<file path="config.mk">
export PLATFORM = sky130hd
export DESIGN_NAME = writeback_rob
export DESIGN_NICKNAME = d
export VERILOG_FILES = /design/src/rtl/writeback_rob_pkg.sv /design/src/rtl/writeback_rob_retire_sel.sv /design/src/rtl/writeback_rob.sv
export SDC_FILE = /design/constraint.sdc
export NUM_CORES = 1
export LEC_CHECK = 0
export ABC_AREA = 1
export CAP_MARGIN = 20
export CORE_AREA = 2 2 106 98
export DETAILED_ROUTE_END_ITERATION = 8
export DIE_AREA = 0 0 108 100
export DONT_BUFFER_PORTS = 1
export GPL_TIMING_DRIVEN = 0
export PLACE_DENSITY_LB_ADDON = 0.2
export RECOVER_POWER = 50
export SYNTH_ARGS = -nofsm -noshare
export SYNTH_HDL_FRONTEND = slang
export SYNTH_SLANG_ARGS = --single-unit
</file>
<file path="constraint.sdc">
create_clock -name clk -period 5.2 [get_ports clk]
set_input_delay 0.78 -clock clk [delete_from_list [all_inputs] [get_ports clk]]
set_output_delay 0.78 -clock clk [all_outputs]
set_load 0.01 [all_outputs]
</file>
<file path="src/rtl/writeback_rob_pkg.sv">
// writeback_rob_pkg
//   Constants and types shared by the in-order writeback buffer and the
//   dual-write-port register file it feeds.
//   - DW / RW / NUM_REGS : register-file data width, register-number width,
//                          number of architectural registers
//   - ROB_DEPTH / ROB_TAGW : default buffer depth and tag width
//   - rob_entry_t        : one buffer entry {valid, done, wen, dest, data}
//   - entry_ready()      : an entry may retire (allocated and completed)
package writeback_rob_pkg;

  localparam int DW        = 16;
  localparam int RW        = 3;
  localparam int NUM_REGS  = 1 << RW;
  localparam int ROB_DEPTH = 4;
  localparam int ROB_TAGW  = 2;

  typedef struct packed {
    logic          valid;
    logic          done;
    logic          wen;
    logic [RW-1:0] dest;
    logic [DW-1:0] data;
  } rob_entry_t;

  function automatic logic entry_ready(input rob_entry_t e);
    return e.valid && e.done;
  endfunction

endpackage

</file>
<file path="src/rtl/writeback_rob_retire_sel.sv">
// writeback_rob_retire_sel
//   Combinational two-slot head selector. Slot 0 is the oldest entry, slot 1
//   the next one. Slot 1 may only retire together with slot 0 so retirement
//   stays strictly in program order.
//   Ports:
//   - slot0_entry, slot1_entry : entries at head and head+1
//   - hold                     : suppress all retirement (reset or flush)
//   - write0/1, num_write0/1_out, data_write0/1_out : register-file drives
//   - retire_cnt               : number of entries leaving this cycle (0..2)
module writeback_rob_retire_sel
  import writeback_rob_pkg::*;
(
  input  rob_entry_t    slot0_entry,
  input  rob_entry_t    slot1_entry,
  input  logic          hold,
  output logic          write0,
  output logic [RW-1:0] num_write0_out,
  output logic [DW-1:0] data_write0_out,
  output logic          write1,
  output logic [RW-1:0] num_write1_out,
  output logic [DW-1:0] data_write1_out,
  output logic [1:0]    retire_cnt
);

  // Slot selection and write-port drive; an entry with wen=0 still uses its slot.
  always_comb begin
    write0          = 1'b0;
    num_write0_out  = {RW{1'b0}};
    data_write0_out = {DW{1'b0}};
    write1          = 1'b0;
    num_write1_out  = {RW{1'b0}};
    data_write1_out = {DW{1'b0}};
    retire_cnt      = 2'd0;
    if (!hold && entry_ready(slot0_entry)) begin
      write0          = slot0_entry.wen;
      num_write0_out  = slot0_entry.dest;
      data_write0_out = slot0_entry.data;
      if (entry_ready(slot1_entry)) begin
        write1          = slot1_entry.wen;
        num_write1_out  = slot1_entry.dest;
        data_write1_out = slot1_entry.data;
        retire_cnt      = 2'd2;
      end else begin
        retire_cnt      = 2'd1;
      end
    end else begin
      retire_cnt = 2'd0;
    end
  end

endmodule

</file>
<file path="src/rtl/writeback_rob.sv">
// writeback_rob
//   In-order writeback buffer in front of the dual-write-port register file.
//   Issue allocates entries in program order at the tail; execution units
//   complete them out of order by tag; up to two completed entries at the head
//   drain per cycle onto register-file write ports 0 and 1.
//   Ports:
//   - clk, rst (synchronous, active-low), flush (discard everything)
//   - alloc_valid/alloc_wen/alloc_dest in, alloc_ready/alloc_tag out
//   - cpl0_* / cpl1_* : completion ports (port 0 wins on a tag collision)
//   - write0/1, num_write0/1_out, data_write0/1_out : register-file writes
//   - count, empty : occupancy
module writeback_rob
  import writeback_rob_pkg::*;
#(
  parameter int DEPTH = ROB_DEPTH,
  parameter int TAGW  = ROB_TAGW
) (
  input  logic            clk,
  input  logic            rst,
  input  logic            flush,
  input  logic            alloc_valid,
  input  logic            alloc_wen,
  input  logic [RW-1:0]   alloc_dest,
  output logic            alloc_ready,
  output logic [TAGW-1:0] alloc_tag,
  input  logic            cpl0_valid,
  input  logic [TAGW-1:0] cpl0_tag,
  input  logic [DW-1:0]   cpl0_data,
  input  logic            cpl1_valid,
  input  logic [TAGW-1:0] cpl1_tag,
  input  logic [DW-1:0]   cpl1_data,
  output logic            write0,
  output logic [RW-1:0]   num_write0_out,
  output logic [DW-1:0]   data_write0_out,
  output logic            write1,
  output logic [RW-1:0]   num_write1_out,
  output logic [DW-1:0]   data_write1_out,
  output logic [TAGW:0]   count,
  output logic            empty
);

  localparam logic [TAGW:0] FULL_COUNT = (TAGW+1)'(DEPTH);

  rob_entry_t      entries_q [DEPTH];
  rob_entry_t      entries_d [DEPTH];
  logic [TAGW-1:0] head_q, head_d;
  logic [TAGW-1:0] tail_q, tail_d;
  logic [TAGW:0]   count_q, count_d;

  logic [TAGW-1:0] head_p1;
  logic            hold;
  logic            alloc_fire;
  logic            cpl0_hit;
  logic            cpl1_hit;
  logic [1:0]      retire_cnt;

  assign head_p1     = head_q + TAGW'(1);
  // No same-cycle bypass from retirement: readiness is registered state only.
  assign alloc_ready = (count_q != FULL_COUNT);
  assign alloc_tag   = tail_q;
  assign count       = count_q;
  assign empty       = (count_q == (TAGW+1)'(0));
  // Reset or flush must not let a partial write escape to the register file.
  assign hold        = flush || !rst;
  assign alloc_fire  = alloc_valid && alloc_ready && !flush;

  writeback_rob_retire_sel u_retire_sel (
    .slot0_entry     (entries_q[head_q]),
    .slot1_entry     (entries_q[head_p1]),
    .hold            (hold),
    .write0          (write0),
    .num_write0_out  (num_write0_out),
    .data_write0_out (data_write0_out),
    .write1          (write1),
    .num_write1_out  (num_write1_out),
    .data_write1_out (data_write1_out),
    .retire_cnt      (retire_cnt)
  );

  // Completion acceptance: only allocated, not-yet-done entries take data.
  // The entry at tail is never valid while allocation is possible, so a
  // completion aimed at the tag being allocated this cycle is dropped.
  always_comb begin
    cpl0_hit = cpl0_valid && !flush
               && entries_q[cpl0_tag].valid && !entries_q[cpl0_tag].done;
    cpl1_hit = cpl1_valid && !flush
               && entries_q[cpl1_tag].valid && !entries_q[cpl1_tag].done
               && !(cpl0_valid && (cpl0_tag == cpl1_tag));
  end

  // Next-state: retire at head, allocate at tail, record completions, or flush.
  always_comb begin
    for (int i = 0; i < DEPTH; i++) begin
      entries_d[i] = entries_q[i];
    end
    head_d  = head_q;
    tail_d  = tail_q;
    count_d = count_q;
    if (flush) begin
      for (int i = 0; i < DEPTH; i++) begin
        entries_d[i].valid = 1'b0;
        entries_d[i].done  = 1'b0;
      end
      head_d  = {TAGW{1'b0}};
      tail_d  = {TAGW{1'b0}};
      count_d = {(TAGW+1){1'b0}};
    end else begin
      if (retire_cnt != 2'd0) begin
        entries_d[head_q].valid = 1'b0;
        entries_d[head_q].done  = 1'b0;
      end else begin
        entries_d[head_q].valid = entries_q[head_q].valid;
      end
      if (retire_cnt == 2'd2) begin
        entries_d[head_p1].valid = 1'b0;
        entries_d[head_p1].done  = 1'b0;
      end else begin
        entries_d[head_p1].valid = entries_d[head_p1].valid;
      end
      // Tail never aliases a retiring entry: retiring needs count>0, and
      // allocating with tail==head needs count==0.
      if (alloc_fire) begin
        entries_d[tail_q].valid = 1'b1;
        entries_d[tail_q].done  = 1'b0;
        entries_d[tail_q].wen   = alloc_wen;
        entries_d[tail_q].dest  = alloc_dest;
        tail_d                  = tail_q + TAGW'(1);
      end else begin
        tail_d = tail_q;
      end
      // Completions never target a retiring entry (those are already done).
      if (cpl0_hit) begin
        entries_d[cpl0_tag].done = 1'b1;
        entries_d[cpl0_tag].data = cpl0_data;
      end else begin
        entries_d[cpl0_tag].done = entries_d[cpl0_tag].done;
      end
      if (cpl1_hit) begin
        entries_d[cpl1_tag].done = 1'b1;
        entries_d[cpl1_tag].data = cpl1_data;
      end else begin
        entries_d[cpl1_tag].done = entries_d[cpl1_tag].done;
      end
      head_d  = head_q + TAGW'(retire_cnt);
      count_d = count_q + (TAGW+1)'(alloc_fire) - (TAGW+1)'(retire_cnt);
    end
  end

  // State registers with synchronous active-low reset.
  always_ff @(posedge clk) begin
    if (!rst) begin
      for (int i = 0; i < DEPTH; i++) begin
        entries_q[i] <= '0;
      end
      head_q  <= {TAGW{1'b0}};
      tail_q  <= {TAGW{1'b0}};
      count_q <= {(TAGW+1){1'b0}};
    end else begin
      for (int i = 0; i < DEPTH; i++) begin
        entries_q[i] <= entries_d[i];
      end
      head_q  <= head_d;
      tail_q  <= tail_d;
      count_q <= count_d;
    end
  end

endmodule

</file>
==> results.txt <==
The share of the synthesized area in compound gates (AO/OA/AOI/OAI) is between 20 and 25%. In this run, distinct cell masters in the synthesized netlist total 31. By area, the combinational part of the netlist is dominated by simple AND/OR/NAND/NOR gates. The number of standard cells after synthesis is 948. The fraction of the core area covered by cells at the end of the flow is 64.1%. The number of maximum-capacitance constraint violations came out at 0. The standard cell area after detailed placement is 6120 µm².

The effective utilization at floorplan came out at 60.5%. The clock latency of the later-clocked register in the worst-skew pair is between 300 and 400 ps. After the first detailed-routing iteration, the DRC count stood at between 1000 and 1500. The TritonCTS buffer count is 9. The final net count is a little over 1000. The fraction of final layout cells sized beyond drive strength 1 is 5.19%. The I/O pin total came out at 93. The multiplexer share of the synthesized area is 0%.

The total of cells resized after clock tree synthesis is 0. The part of the total power dissipated in sequential elements came out at 56.6%. The post-placement cell count is approximately 1100. TritonCTS built the clock tree. The DRC violation count after routing is 0. The post-synthesis simple-gate area fraction is a little over a third.

The mean area per synthesized cell came out at 6.29 µm². The clock skew after layout is about 15 ps. After clock tree synthesis, the clock-pin slew on the worst setup and hold paths is approximately 90 ps.

The relative max-transition margin is between 30% and 40%. The repair_antennas step left the layout with diodes totalling 0. The count of cells in the finished layout, fillers not included, comes to 1093. During placement, the flow inserted port buffers numbering 0. Setup repair after global routing left no endpoint under its margin.

The core box area came out at 9850 µm². The signal arrival time at the worst endpoint is about 4000 ps. The cell that appears most often on the critical path is sky130_fd_sc_hd__clkbuf_1. The vertical extent of the die is ~100 µm. The clock tree synthesis step divided the H-tree into 3 levels. The number of rows created at floorplan came out at 35. Wires add up to approximately 23000 µm. Across every metal layer, demand over resource in global routing totals between 40% and 50%. The area growth from synthesis to layout came out at 5.96%.

In this run the deepest clock path goes through 2 buffers. The slew at the pin closest to its max-slew limit came out at a little over 900 ps. The element type at the critical path start is a register. The initial antenna violation count was 0. The number of nets with antenna violations after routing is 0. The top cell type by area accounts for about a third of the synthesized area. The largest area contributor in the synthesized netlist is sky130_fd_sc_hd__dfxtp_1.

The share of synthesized area occupied by flip-flops and latches came out at approximately a third. Entering global routing, the biggest net connects 15 pins. Net switching is about a quarter of the power. Timing would allow up to just over 200 MHz. The global-route wire length before repair is between 30000 and 40000 µm. The library cell used most frequently in the layout, excluding fill and tap cells, is sky130_fd_sc_hd__nand2_1. The final max-slew violation count came to 0. Yosys printed 0 warnings. The number of global-route vias before repair is between 6000 and 7000. The detailed-router iteration count before antenna repair came out at 6.

The power spent charging and discharging nets is 327 µW. The share of the cycle needed by the critical path after routing is between 90% and 100%. The critical-path maximum fanout came out at 11.

The register bit count reported by yosys came out at 95. The wire length per cell came out at about 21 µm. The die area came out at 10800 µm². The clock group share of total power is 39.0%. In the layout the commonest cells are sky130_fd_sc_hd__nand2_1 (301), sky130_fd_sc_hd__a21oi_1 (110), sky130_fd_sc_hd__nand3_1 (95), sky130_fd_sc_hd__dfxtp_1 (95), sky130_fd_sc_hd__nor2_1 (80). Among cell families on the critical path, the largest total delay comes from buffers and inverters. The total negative setup slack came out at 0 ps. The clock net sink count is 95. The routed layout has ~7100 vias. The longest individual stage delay on the worst path came out at 700 ps. The number of hold buffers added after CTS came out at 0.

The number of failing hold endpoints at the final stage came out at 0. The run finished with clean final reports. Sorting the synthesized cells by area gives the leading types as sky130_fd_sc_hd__dfxtp_1 (32%), sky130_fd_sc_hd__nand2_1 (19%), sky130_fd_sc_hd__a21oi_1 (9.2%). VDD sags by at most 0.000152 V. The filler cells instantiated in the layout total a little under 1000. The worst path buffer plus inverter count is 7. The tightest min-delay check is of the register to register type. The cell area after technology mapping is 5960 µm². For this design the ratio of total power to cell area is 206 nW/µm². The signal on the critical path passes through buf_2, clkinv_1, clkbuf_1, clkbuf_1, ha_1, inv_1, nand3_1, nand2_1, nor2_1, inv_1, clkbuf_1, a221oi_1. Summing the areas of all fa, ha and maj instances in the mapped netlist gives approximately 2.9% of the synthesized area.

The placer's final routability congestion estimate came out at roughly 1.0. The width of the chip came out at ~110 µm. The total setup violations reported at the end of the flow came out at 0. The leakage power figure came out at between 0.002 and 0.0025 µW. The kind of end point of the critical path is a primary output. The time the final worst path needs with I/O delays and setup came out at a little under 5000 ps. The final cell area excluding filler cells is about 6300 µm². The internal power of the cells totals 974 µW.

The net count after synthesis came out at 1007. The final total power is approximately 1300 µW. The buffers inserted during post-CTS setup optimization is 0. The total grt overflow came out at 0. The post-synthesis share of cell area spent on xor and xnor gates came out at less than 1%. The root cell of the clock tree is sky130_fd_sc_hd__clkbuf_8. The critical path is of the register to primary output type. For this design, the slowest cell found on the critical path is sky130_fd_sc_hd__a221oi_1. Combinational logic burns under 10% of the power. The mean number of vias per cell is 6.47. Once detailed placement completed, the half-perimeter wirelength came to roughly 16000 µm. The data required time of the critical path came out at approximately 4400 ps.
cells in the mapped netlist, drive strengths merged:
cell type	n
a21oi	110
a221oi	38
and2	1
buf	16
clkbuf	46
clkinv	3
dfxtp	95
fa	1
ha	12
inv	50
nand2	307
nand3	95
nand4	4
nor2	88
nor3	1
o2111ai	1
o211ai	2
o21ai	72
o221ai	4
xnor2	1
xor2	1
final cells by class:
type | instances | area [µm²] | share of cell area (%)
multi-input combinational | 738 | 3580 | 56.7
sequential | 95 | 1900 | 30.1
clock buffer | 15 | 186 | 2.95
tap | 129 | 161 | 2.56
clock inverter | 1 | 8.76 | 0.139
inverter | 53 | 201 | 3.19
buffer | 62 | 272 | 4.30
power by group through the flow:
stage	combinational [µW]	sequential [µW]	clock, µW
after floorplan	39.2	752	0
after global placement	53.8	754	0
after detailed placement	54.6	754	0
after CTS	55.0	737	502
after global routing	62.2	738	529
final	56.6	737	508
worst paths after layout:
| path | start | end | slack (ps) | depth (start not counted) |
|---|---|---|---|---|
| worst max-delay path | head_q[0] | data_write1_out[1] | 380 | 12 |
| worst min-delay path | register | register | 490 | 2 |
| worst max register to register | head_q[0] | count[2] | 1090 | 16 |
| worst min register to register | register | register | 490 | 2 |
layer usage:
metal	global-route usage [%]	vias up	routed length [µm]
met3	18.1	116	4140
met4	23.0	0	1190
met2	61.5	595	9570
met1	56.5	3159	8450
li1	-	3200	-
met5	1.43	-	0
stage by stage:
step	worst slack (ps)	hold slack, ps
6_report	384	492
5_1_grt	204	514
4_1_cts	579	487
3_5_place_dp	1020	473
3_3_place_gp	996	474
2_1_floorplan	2000	459
worst min-delay path: stages (launching register included):
cell,delay (ps)
sky130_fd_sc_hd__dfxtp_1,330
sky130_fd_sc_hd__nand2_1,70
sky130_fd_sc_hd__a21oi_1,60
cell families (layout without fill, tap and decap cells):
| group | after synthesis | count (layout) |
|---|---|---|
| simple gates | 496 | 496 |
| compound gates | 227 | 227 |
| xor+xnor | 2 | 2 |
| fa+ha+maj | 13 | 13 |
| flops | 95 | 95 |
| buf+inv | 115 | 131 |
Power figures use the tool's default switching activity.
